--- src/rtl/fetch_pkg.sv ---
// Shared types and helpers for the instruction fetch unit: state encoding and the PC legality check.
package fetch_pkg;

  localparam int XLEN = 32;

  typedef enum logic [1:0] {
    IDLE  = 2'd0,
    RUN   = 2'd1,
    FAULT = 2'd2
  } fetch_state_t;

  // A PC is fetchable when word aligned and inside the instruction memory.
  function automatic logic pc_legal(input logic [XLEN-1:0] pc, input int unsigned depth);
    logic [XLEN-1:0] limit;
    limit = XLEN'(depth) << 2;
    return (pc[1:0] == 2'b00) && (pc < limit);
  endfunction

endpackage

--- src/rtl/fetch_perf_ctr.sv ---
// Handshake and stall event counters for the fetch unit; free-running, wrap at 2^32, frozen when en=0.
module fetch_perf_ctr (
  input  logic        clk,
  input  logic        rst_n,
  input  logic        en,
  input  logic        accept,
  input  logic        stall,
  output logic [31:0] fetched,
  output logic [31:0] stalls
);

  always_ff @(posedge clk) begin
    if (!rst_n) begin
      fetched <= 32'd0;
      stalls  <= 32'd0;
    end else if (en) begin
      if (accept) fetched <= fetched + 32'd1;
      if (stall)  stalls  <= stalls + 32'd1;
    end
  end

endmodule

--- src/rtl/instr_fetch_unit.sv ---
// Instruction fetch unit: PC, single output slot to decode, redirect and fault halt.
// Optional macro FETCH_PERF_EN adds perf_fetched_o / perf_stall_o event counters.
module instr_fetch_unit #(
  parameter int                  XLEN       = fetch_pkg::XLEN,
  parameter logic [XLEN-1:0]     RESET_PC   = '0,
  parameter int unsigned         IMEM_DEPTH = 7
) (
  input  logic            clk,
  input  logic            rst_n,
  input  logic            run_i,
  output logic [XLEN-1:0] imem_addr_o,
  input  logic [XLEN-1:0] imem_rdata_i,
  input  logic            redirect_i,
  input  logic [XLEN-1:0] redirect_pc_i,
  output logic [XLEN-1:0] inst_o,
  output logic [XLEN-1:0] inst_pc_o,
  output logic            valid_o,
  input  logic            ready_i,
  output logic            fault_o,
  output logic [XLEN-1:0] fault_pc_o
`ifdef FETCH_PERF_EN
  ,
  output logic [31:0]     perf_fetched_o,
  output logic [31:0]     perf_stall_o
`endif
);

  import fetch_pkg::*;

  fetch_state_t    state_q;
  logic [XLEN-1:0] pc_q;
  logic            accept;
  logic            slot_free;
  logic            pc_ok;
  logic            redirect_ok;

  assign imem_addr_o = pc_q;
  assign accept      = valid_o & ready_i;
  assign slot_free   = ~valid_o | ready_i;
  assign pc_ok       = pc_legal(pc_q, IMEM_DEPTH);
  assign redirect_ok = pc_legal(redirect_pc_i, IMEM_DEPTH);

  always_ff @(posedge clk) begin
    if (!rst_n) begin
      state_q    <= IDLE;
      pc_q       <= RESET_PC;
      valid_o    <= 1'b0;
      inst_o     <= '0;
      inst_pc_o  <= '0;
      fault_o    <= 1'b0;
      fault_pc_o <= '0;
    end else if (redirect_i) begin
      // Redirect flushes the slot; an accept in this same cycle was already consumed by decode.
      valid_o <= 1'b0;
      pc_q    <= redirect_pc_i;
      if (!redirect_ok) begin
        state_q    <= FAULT;
        fault_o    <= 1'b1;
        fault_pc_o <= redirect_pc_i;
      end else begin
        state_q <= run_i ? RUN : IDLE;
        fault_o <= 1'b0;
      end
    end else begin
      if (accept) valid_o <= 1'b0;
      case (state_q)
        IDLE: begin
          if (run_i) state_q <= RUN;
        end
        RUN: begin
          if (!run_i) begin
            state_q <= IDLE;
          end else if (slot_free) begin
            // The fault is only raised when a fetch would actually issue.
            if (pc_ok) begin
              inst_o    <= imem_rdata_i;
              inst_pc_o <= pc_q;
              valid_o   <= 1'b1;
              pc_q      <= pc_q + XLEN'(4);
            end else begin
              state_q    <= FAULT;
              fault_o    <= 1'b1;
              fault_pc_o <= pc_q;
            end
          end
        end
        default: ;
      endcase
    end
  end

`ifdef FETCH_PERF_EN
  fetch_perf_ctr u_perf (
    .clk     (clk),
    .rst_n   (rst_n),
    .en      (state_q != FAULT),
    .accept  (accept),
    .stall   (valid_o & ~ready_i),
    .fetched (perf_fetched_o),
    .stalls  (perf_stall_o)
  );
`endif

endmodule
--- config.mk ---
export PLATFORM = sky130hd
export DESIGN_NAME = instr_fetch_unit
export DESIGN_NICKNAME = d
export VERILOG_FILES = /design/src/rtl/fetch_pkg.sv /design/src/rtl/fetch_perf_ctr.sv /design/src/rtl/instr_fetch_unit.sv
export SDC_FILE = /design/constraint.sdc
export NUM_CORES = 1
export LEC_CHECK = 0
export CORE_MARGIN = 3
export CORE_UTILIZATION = 39
export CTS_CLUSTER_DIAMETER = 60
export DETAILED_ROUTE_END_ITERATION = 8
export PLACE_DENSITY = 0.75
export SYNTH_ARGS = -nofsm -noshare
export SYNTH_HDL_FRONTEND = slang
export SYNTH_SLANG_ARGS = --single-unit
--- constraint.sdc ---
create_clock -name clk -period 2.19 [get_ports clk]
set_clock_uncertainty 0.15 [all_clocks]
set_input_delay 0.438 -clock clk [delete_from_list [all_inputs] [get_ports clk]]
set_output_delay 0.438 -clock clk [all_outputs]
set_load 0.01 [all_outputs]
==> results of run 1 <==
worst max-delay path by stage:
stage | start | to | slack [ps]
after floorplan | imem_addr_o[2]$_SDFFE_PN0P_ | inst_pc_o[21]$_SDFFE_PN0P_ | 9
after global placement | redirect_pc_i[8] | fault_pc_o[26]$_SDFFE_PN0P_ | -670
after detailed placement | redirect_pc_i[11] | fault_pc_o[28]$_SDFFE_PN0P_ | -740
after CTS | imem_addr_o[0]$_SDFFE_PN0P_ | inst_o[21]$_SDFFE_PN0P_ | -7
after global routing | imem_addr_o[0]$_SDFFE_PN0P_ | inst_o[23]$_SDFFE_PN0P_ | -90
final | imem_addr_o[0]$_SDFFE_PN0P_ | inst_o[21]$_SDFFE_PN0P_ | 30
Yosys cell counts, types with 9 or more instances:
master / count / area, um2
dfxtp_1: 132 / 2640
nor4_1: 10 / 62.6
mux2_2: 28 / 315
nand2_1: 38 / 143
mux2i_1: 68 / 681
and2_2: 9 / 67.6
nor2b_1: 51 / 319
clkbuf_1: 12 / 45.0
and2_1: 24 / 150
inv_1: 16 / 60.1
and2_4: 10 / 87.6
where the power goes:
part,internal (mW),leakage (nW),switching (mW)
Combinational,0.413,2.07,0.286
Clock,1.84,0.283,1.04
Sequential,2.48,1.08,0.0478
Total,4.74,3.43,1.37
tightest hold or removal path, delay by kind of cell:
family,cells,cell delay (ps)
and+or+nand+nor,1,130
buffers and inverters,1,120
muxes,1,90
cell type report:
type                    count  area [um2]  area share [%]
well taps                 168         210            2.48
clock inverters            12         155            1.83
inverters                  16        60.1           0.708
repair buffers            261        2560            30.2
clock buffers              19         453            5.34
multi-input cells         284        2390            28.2
flip-flops and latches    132        2650            31.2
cells by family (layout without fill, tap and decap cells):
family          count (synthesis)  in the layout
compound gates                 16             19
xor+xnor                        1              1
fa+ha+maj                       1              1
buf+inv                        43            308
flops                         132            132
mux                            96             96
simple gates                  167            167
registers in the layout, indices dropped and copies added, names as in the netlist:
register and flops:
valid_o 1, inst_pc_o 32, fault_pc_o 32, inst_o 32, fault_o 1, imem_addr_o 32, state_q 2
timing repair:
item | in CTS | in global routing
gates resized for setup | 35 | 37
hold buffers | 0 | 0
setup endpoints to repair | 97 | 59
gates cloned | 2 | 3
setup buffers | 5 | 5
pin swaps | 12 | 35
through the flow:
stage / cells / hold WS [ps] / setup slack, ps
global route: 892 / 312 / -88.9
floorplan: 456 / 329 / 9.34
detailed placement: 848 / 295 / -738
finish: 892 / 281 / 32.3
global placement: 848 / 292 / -671
CTS: 884 / 309 / -6.51
layer usage:
| metal | vias up | track usage [%] | wire length [um] |
|---|---|---|---|
| met5 | - | 0 | 0 |
| met4 | 0 | 5.37 | 180 |
| met3 | 16 | 7.26 | 1050 |
| met2 | 145 | 33.8 | 7050 |
| met1 | 1966 | 23.0 | 6060 |
| li1 | 2042 | - | - |
==> results.py, run 1 <==
metrics = {
    "sta": {
        "rsz0062_at_grt": "yes",
        "min_period_ps": 2160,
        "final_max_slew_viol_count": 0,
        "fin_crit_sh_pct": 98.5,
        "fmax_ghz": 0.463,
        "max_slew_margin_pct": 65.5,
        "hold_viol_final": 0,
        "fin_setup_tns_ps": 0,
        "tightest_slew_ps": 518,
        "setup_violations": 0,
    },
    "synth": {
        "synth_edf_count": 0,
        "synth_area_um2": 5030,
        "synth_seq_cells": 132,
        "ys.warnings.count": 0,
        "synth.avg_cell_area_um2": 11.0,
        "synth_compound_area_share_pct": 2.44,
        "syn_nets": 526,
        "netlist_instances": 456,
        "synth_fa_ha_area_share_pct": 0.249,
        "yosysSeqAreaShare_pct": 52.6,
        "synth_top_family_by_area": "simple AND/OR/NAND/NOR gates",
        "synth.area.mux_share_pct": 19.8,
        "synthArstFlopShare_pct": 0,
        "synth-main-ff-cell": "dfxtp_1",
        "synthDistinctLibCells": 40,
        "yosys.area_share.xor_xnor_pct": 0.174,
        "synth-simple-area-share_pct": 20.2,
    },
    "clock_tree": {
        "clock_sinks": 132,
        "cts_tree": "done",
        "path_clk_slew_ps": 60,
        "cts-root-buf": "clkbuf_16",
        "h-tree-depth": 4,
        "cts_buffers": 17,
        "cts.path.max_buffers": 2,
        "clk_latency_ps": 400,
    },
    "grt": {
        "antenna_found_initial": 0,
        "grt_max_degree": 77,
        "grt_pass1_vias": 4421,
        "grt_pass1_wl_mm": 22.5,
        "grt_usage_pct": 19.6,
        "overflow": 0,
    },
    "finish": {
        "layout.cells.most_common": "clkdlybuf4s50_1",
        "nFillCells": 953,
        "nNetsFinal": 782,
        "drive_gt1_share_pct": 25.1,
        "final_cell_area_um2": 8480,
        "layout_common_cells": "clkdlybuf4s50_1 (181), dfxtp_1 (130), mux2i_1 (64), nor2b_1 (51), buf_4 (50)",
        "syn_to_final_growth_pct": 68.6,
        "antenna_cells": 0,
        "postLayoutCoreUtil_pct": 68.9,
    },
    "power": {
        "leakage_nw": 3.43,
        "peakVddDrop_mv": 0.438,
        "p_per_area_nw_per_um2": 721,
        "post-layout-total-power_mw": 6.11,
    },
    "floorplanning": {
        "die_area_um2": 14300,
        "std_cell_rows": 40,
        "initial_core_util_pct": 40.8,
        "core_um2": 12300,
        "ios": 199,
        "die_w_um": 120,
        "die_h_um": 120,
    },
    "setup_path": {
        "regToRegSetupSlack_ps": 30,
        "cp-start-kind": "flip-flop",
        "path_buf_inv": 4,
        "rr_worst_depth": 9,
        "cpPeakStageDelay_ps": 330,
        "r2r-end": "inst_o[21]$_SDFFE_PN0P_",
        "end_kind": "flip-flop",
        "cp.required_ps": 2330,
        "r2r-start": "imem_addr_o[0]$_SDFFE_PN0P_",
        "cp_max_fo": 15,
        "crit_cells": 9,
        "path_class": "reg -> reg",
        "slowest_stage": "dfxtp_2",
        "cp_cell_sequence": "nor4_4, buf_4, nand4_1, buf_4, nor4_4, buf_12, buf_12, mux2i_4, nor2b_1",
        "worstPathArrival_ps": 2300,
        "path_delay_family": "buffers and inverters",
    },
    "min_path": {
        "min_path_cells": 3,
        "hold_path_class": "in -> reg",
        "min_from": "redirect_pc_i[14]",
        "whs_endpoint": "imem_addr_o[14]$_SDFFE_PN0P_",
    },
    "route": {
        "wirelength_mm": 14.3,
        "dr.pass1.iters": 4,
        "viasPerCell": 4.67,
        "drtAntennaViolNets": 0,
        "drc": 0,
        "num_vias": 4169,
        "wl_per_cell_um": 16.1,
        "drtIter0Drc": 149,
    },
    "placement": {
        "gp_congestion": 0.810,
        "hpwlAfterDp_mm": 10.1,
        "place_area_um2": 7500,
        "io_buffers": 198,
    },
    "flow_run": {
        "maxCapViolCount": 0,
    },
    "outcome": {
        "status": "finished clean",
    },
}
(Power assumes the default switching activity.)
==> run 2: changes to the inputs <==
- CELL_PAD_IN_SITES_DETAIL_PLACEMENT: not set -> 0
- CELL_PAD_IN_SITES_GLOBAL_PLACEMENT: not set -> 1
- CORE_UTILIZATION: 39 -> 29
- PLACE_DENSITY: 0.75 -> 0.74
==> run 2 against run 1 <==
Sequential power is essentially flat. Sequential cell count unchanged. Cell count rose by 6.2%. Worst setup slack worse by 17 ps. Fmax down 0.77%. Critical endpoint is now inst_pc_o[12]$_SDFFE_PN0P_. Register-to-register slack lost 20 ps. First-iteration DRC count is 32% lower.
==> results.py, run 2 (synthesized netlist as in run 1, its figures left out) <==
metrics = {
    "placement": {
        "io_buffers": 198,
        "hpwlAfterDp_mm": 10.3,
        "dpl.cell_count": 899,
        "place_ws_ps": -735,
        "gp_congestion": 0.800,
        "place_area_um2": 7560,
    },
    "route": {
        "drc": 0,
        "dr.pass1.iters": 4,
        "wirelength_mm": 14.9,
        "wl_per_cell_um": 15.7,
        "viasPerCell": 4.38,
        "drtAntennaViolNets": 0,
        "num_vias": 4144,
        "drtIter0Drc": 101,
    },
    "min_path": {
        "hold_path_class": "in -> reg",
    },
    "setup_path": {
        "worstPathArrival_ps": 2330,
        "cp_max_fo": 14,
        "path_buf_inv": 4,
        "cp-start-kind": "flip-flop",
        "end_kind": "flip-flop",
        "cpPeakStageDelay_ps": 320,
        "slowest_stage": "dfxtp_1",
        "cp_cell_sequence": "ha_2, a211oi_2, nand4_1, buf_6, nor4_4, buf_4, buf_4, nor2b_4, clkbuf_16, and2_1",
        "path_delay_family": "buffers and inverters",
        "cp.required_ps": 2340,
        "regToRegSetupSlack_ps": 20,
        "cpMostUsedCell": "buf_4",
        "path_class": "reg -> reg",
    },
    "sta": {
        "final_max_slew_viol_count": 0,
        "fmax_ghz": 0.460,
        "setup_violations": 0,
        "tightest_slew_ps": 553,
        "fin_crit_sh_pct": 99.3,
        "setup_slack_ps": 15.6,
        "rsz0062_at_grt": "yes",
        "fin_hold_ws_ps": 260,
        "min_period_ps": 2170,
        "fin_setup_tns_ps": 0,
        "hold_viol_final": 0,
        "max_slew_margin_pct": 63.1,
    },
    "grt": {
        "grt_usage_pct": 15.5,
        "grt_pass1_wl_mm": 22.8,
        "antenna_found_initial": 0,
        "grt_max_degree": 35,
        "grt_pass1_vias": 4296,
        "overflow": 0,
    },
    "finish": {
        "nNetsFinal": 784,
        "drive_gt1_share_pct": 23.9,
        "multi_input_area_um2": 2350,
        "layout_common_cells": "clkdlybuf4s50_1 (185), dfxtp_1 (131), mux2i_1 (67), buf_4 (53), nor2b_1 (51)",
        "seq_area_um2": 2650,
        "nFillCells": 1518,
        "final_cell_area_um2": 8520,
        "layoutNonFillerInstCount": 947,
        "syn_to_final_growth_pct": 69.6,
        "antenna_cells": 0,
        "postLayoutCoreUtil_pct": 50.9,
        "layout.cells.most_common": "clkdlybuf4s50_1",
    },
    "clock_tree": {
        "clk_latency_ps": 410,
        "cts.path.max_buffers": 2,
        "cts_buffers": 17,
        "clock_sinks": 132,
        "cts-root-buf": "clkbuf_16",
        "h-tree-depth": 4,
        "path_clk_slew_ps": 60,
        "cts_tree": "done",
    },
    "floorplanning": {
        "die_h_um": 138,
        "ios": 199,
        "die_area_um2": 19000,
        "std_cell_rows": 47,
        "die_w_um": 138,
        "initial_core_util_pct": 30.0,
        "core_um2": 16800,
    },
    "power": {
        "leakage_nw": 3.43,
        "peakVddDrop_mv": 0.506,
        "p_per_area_nw_per_um2": 700,
        "post-layout-total-power_mw": 5.96,
    },
    "flow_run": {
        "maxCapViolCount": 0,
    },
    "outcome": {
        "status": "finished clean",
    },
}
## run 2: final timing paths
path	endpoint	startpoint	depth (start not counted)
worst max-delay path	inst_pc_o[12]$_SDFFE_PN0P_	imem_addr_o[2]$_SDFFE_PN0P_	10
worst min register to register	fault_pc_o[4]$_SDFFE_PN0P_	fault_pc_o[4]$_SDFFE_PN0P_	2
worst max register to register	inst_pc_o[12]$_SDFFE_PN0P_	imem_addr_o[2]$_SDFFE_PN0P_	10
worst min-delay path	imem_addr_o[12]$_SDFFE_PN0P_	redirect_pc_i[12]	3
## run 2: final cells by class
cell class	instances	share of cell area, %
clock buffers	20	5.47
repair buffers	263	30.7
well taps	220	3.23
inverters	16	0.705
multi-input cells	284	27.6
clock inverters	12	1.22
flip-flops and latches	132	31.0
## run 2: worst register-to-register path: cells and delay by family, from the launching register on
kind            cells  cell delay, ps
buf+inv             4             630
simple gates        4             530
flops               1             320
compound gates      1             230
fa+ha+maj           1             210
## run 2: metal layers
metal | wire, um | track usage [%] | vias up
met4 | 236 | 5.65 | 0
met1 | 6440 | 18.7 | 1923
met5 | 0 | 0 | -
met3 | 1250 | 5.62 | 23
li1 | - | - | 2050
met2 | 6950 | 25.5 | 148
## run 2: report_power, final
| part | leakage (nW) | internal, mW | switching, mW | total (mW) |
|---|---|---|---|---|
| logic | 2.08 | 0.428 | 0.285 | 0.713 |
| clock network | 0.278 | 1.65 | 1.07 | 2.72 |
| registers | 1.08 | 2.48 | 0.0550 | 2.53 |
## run 2: what timing repair did
action,CTS,global route
setup buffers,9,1
gates cloned,5,2
pin swaps,6,8
resized for setup,21,22
hold buffers,0,0
endpoints found under the setup margin,98,98
==> run 3: changes to the inputs <==
- SETUP_SLACK_MARGIN: not set -> 0.15
==> run 3 against run 2 <==
Global-route usage down 0.16 points. Critical path depth down 1. Largest power group unchanged. Register-to-register slack better by 70 ps. Highest routed layer unchanged. Non-clock buffer count down 11.
==> results.py, run 3 (synthesized netlist as in run 1, its figures left out) <==
metrics = {
    "placement": {
        "io_buffers": 198,
        "place_area_um2": 7500,
        "hpwlAfterDp_mm": 10.2,
        "dpl.cell_count": 887,
        "place_ws_ps": -685,
        "gp_congestion": 0.819,
    },
    "floorplanning": {
        "ios": 199,
        "die_area_um2": 19000,
        "die_h_um": 138,
        "core_um2": 16800,
        "initial_core_util_pct": 30.0,
        "std_cell_rows": 47,
        "die_w_um": 138,
    },
    "min_path": {
        "min_from": "rst_n",
        "hold_path_class": "in -> reg",
        "whs_endpoint": "inst_o[0]$_SDFFE_PN0P_",
        "min_path_cells": 2,
    },
    "route": {
        "viasPerCell": 4.34,
        "drtAntennaViolNets": 0,
        "drc": 0,
        "wirelength_mm": 14.9,
        "wl_per_cell_um": 15.9,
        "dr.pass1.iters": 4,
        "drtIter0Drc": 135,
        "num_vias": 4071,
    },
    "setup_path": {
        "rr_worst_depth": 9,
        "cp-start-kind": "flip-flop",
        "regToRegSetupSlack_ps": 80,
        "worstPathArrival_ps": 2250,
        "cp_max_fo": 12,
        "r2r-end": "inst_o[15]$_SDFFE_PN0P_",
        "critPathLaunch": "imem_addr_o[12]$_SDFFE_PN0P_",
        "cp.required_ps": 2340,
        "r2r-start": "imem_addr_o[12]$_SDFFE_PN0P_",
        "path_class": "reg -> reg",
        "end_kind": "flip-flop",
    },
    "sta": {
        "fmax_ghz": 0.475,
        "hold_viol_final": 0,
        "min_period_ps": 2110,
        "fin_setup_tns_ps": 0,
        "final_max_slew_viol_count": 0,
        "setup_violations": 0,
        "fin_crit_sh_pct": 96.1,
        "max_slew_margin_pct": 75.6,
        "fin_hold_ws_ps": 284,
        "tightest_slew_ps": 366,
        "rsz0062_at_grt": "yes",
        "setup_slack_ps": 84.8,
    },
    "finish": {
        "final_cell_area_um2": 8530,
        "layoutNonFillerInstCount": 937,
        "postLayoutCoreUtil_pct": 50.9,
        "layout.cells.most_common": "clkdlybuf4s50_1",
        "syn_to_final_growth_pct": 69.7,
        "layout_common_cells": "clkdlybuf4s50_1 (162), dfxtp_1 (122), mux2i_1 (67), nor2b_1 (51), nand2_1 (38)",
        "drive_gt1_share_pct": 24.9,
        "nNetsFinal": 773,
    },
    "power": {
        "p_per_area_nw_per_um2": 720,
        "post-layout-total-power_mw": 6.14,
        "leakage_nw": 3.48,
        "peakVddDrop_mv": 0.516,
    },
    "flow_run": {
        "maxCapViolCount": 0,
    },
    "grt": {
        "met2_usage_pct": 24.4,
        "antenna_found_initial": 1,
        "grt_max_degree": 84,
        "grt_pass1_wl_mm": 22.4,
        "gr-max-usage-layer": "met2",
        "grt_util_met3_pct": 6.21,
        "grt_usage_pct": 15.4,
        "overflow": 0,
        "grt_pass1_vias": 4165,
        "grtUsageMet1_pct": 19.3,
    },
    "clock_tree": {
        "cts_buffers": 17,
        "cts_tree": "done",
        "clock_sinks": 132,
        "h-tree-depth": 4,
        "cts.path.max_buffers": 2,
        "path_clk_slew_ps": 60,
        "hold_buffers": 0,
        "clk_latency_ps": 410,
        "cts-root-buf": "clkbuf_16",
    },
    "outcome": {
        "status": "finished clean",
    },
}
-- run 3: cell types whose count changed in the layout (fill, tap and decap cells not counted), sizes merged, moves of 4 or more --
cell	delta
clkdlybuf4s50	-23
dlygate4sd2	+19
buf	-9
clkbuf	+4
clkdlybuf4s15	+4
-- run 3: what timing repair did --
item	4_1_cts	5_1_grt
setup endpoints to repair	104	109
gates resized for setup	81	22
setup buffers	6	4
gates cloned	5	2
hold endpoints to repair	0	0
pin swaps	14	31
-- run 3: how the worst max path moves through the flow --
stage                                              to
after CTS                      inst_o[3]$_SDFFE_PN0P_
final                         inst_o[15]$_SDFFE_PN0P_
after floorplan            inst_pc_o[21]$_SDFFE_PN0P_
after global routing          inst_o[15]$_SDFFE_PN0P_
after detailed placement  fault_pc_o[11]$_SDFFE_PN0P_
after global placement     fault_pc_o[7]$_SDFFE_PN0P_
-- run 3: cell type report --
cell class | count | area (um2)
multi-input cells | 284 | 2380
clock buffers | 24 | 482
flip-flops and latches | 132 | 2660
repair buffers | 252 | 2550
well taps | 220 | 275
fillers | 1523 | 8230
clock inverters | 8 | 123
inverters | 16 | 60.1
diodes | 1 | 2.50
-- run 3: critical path, stage by stage (launching register included) --
cell     delay (ps)
dfxtp_2         330
nor4_4          280
buf_4           150
nand4_1         100
buf_6           170
nor4_4          170
buf_12          190
buf_12          160
mux2i_1         210
nor2b_1          70
-- run 3: power breakdown --
part	switching, mW	leakage (nW)	total, mW	internal [mW]
clock network	1.03	0.295	2.91	1.88
registers	0.0611	1.08	2.54	2.48
logic	0.279	2.11	0.693	0.414
total	1.37	3.48	6.14	4.78
-- run 3: metal layers --
layer / wire (um) / share of wire (%) / vias up
met5: 0 / 0 / -
met4: 123 / 0.82 / 0
li1: - / - / 2032
met2: 6970 / 47 / 147
met3: 1410 / 9.4 / 12
met1: 6420 / 43 / 1880
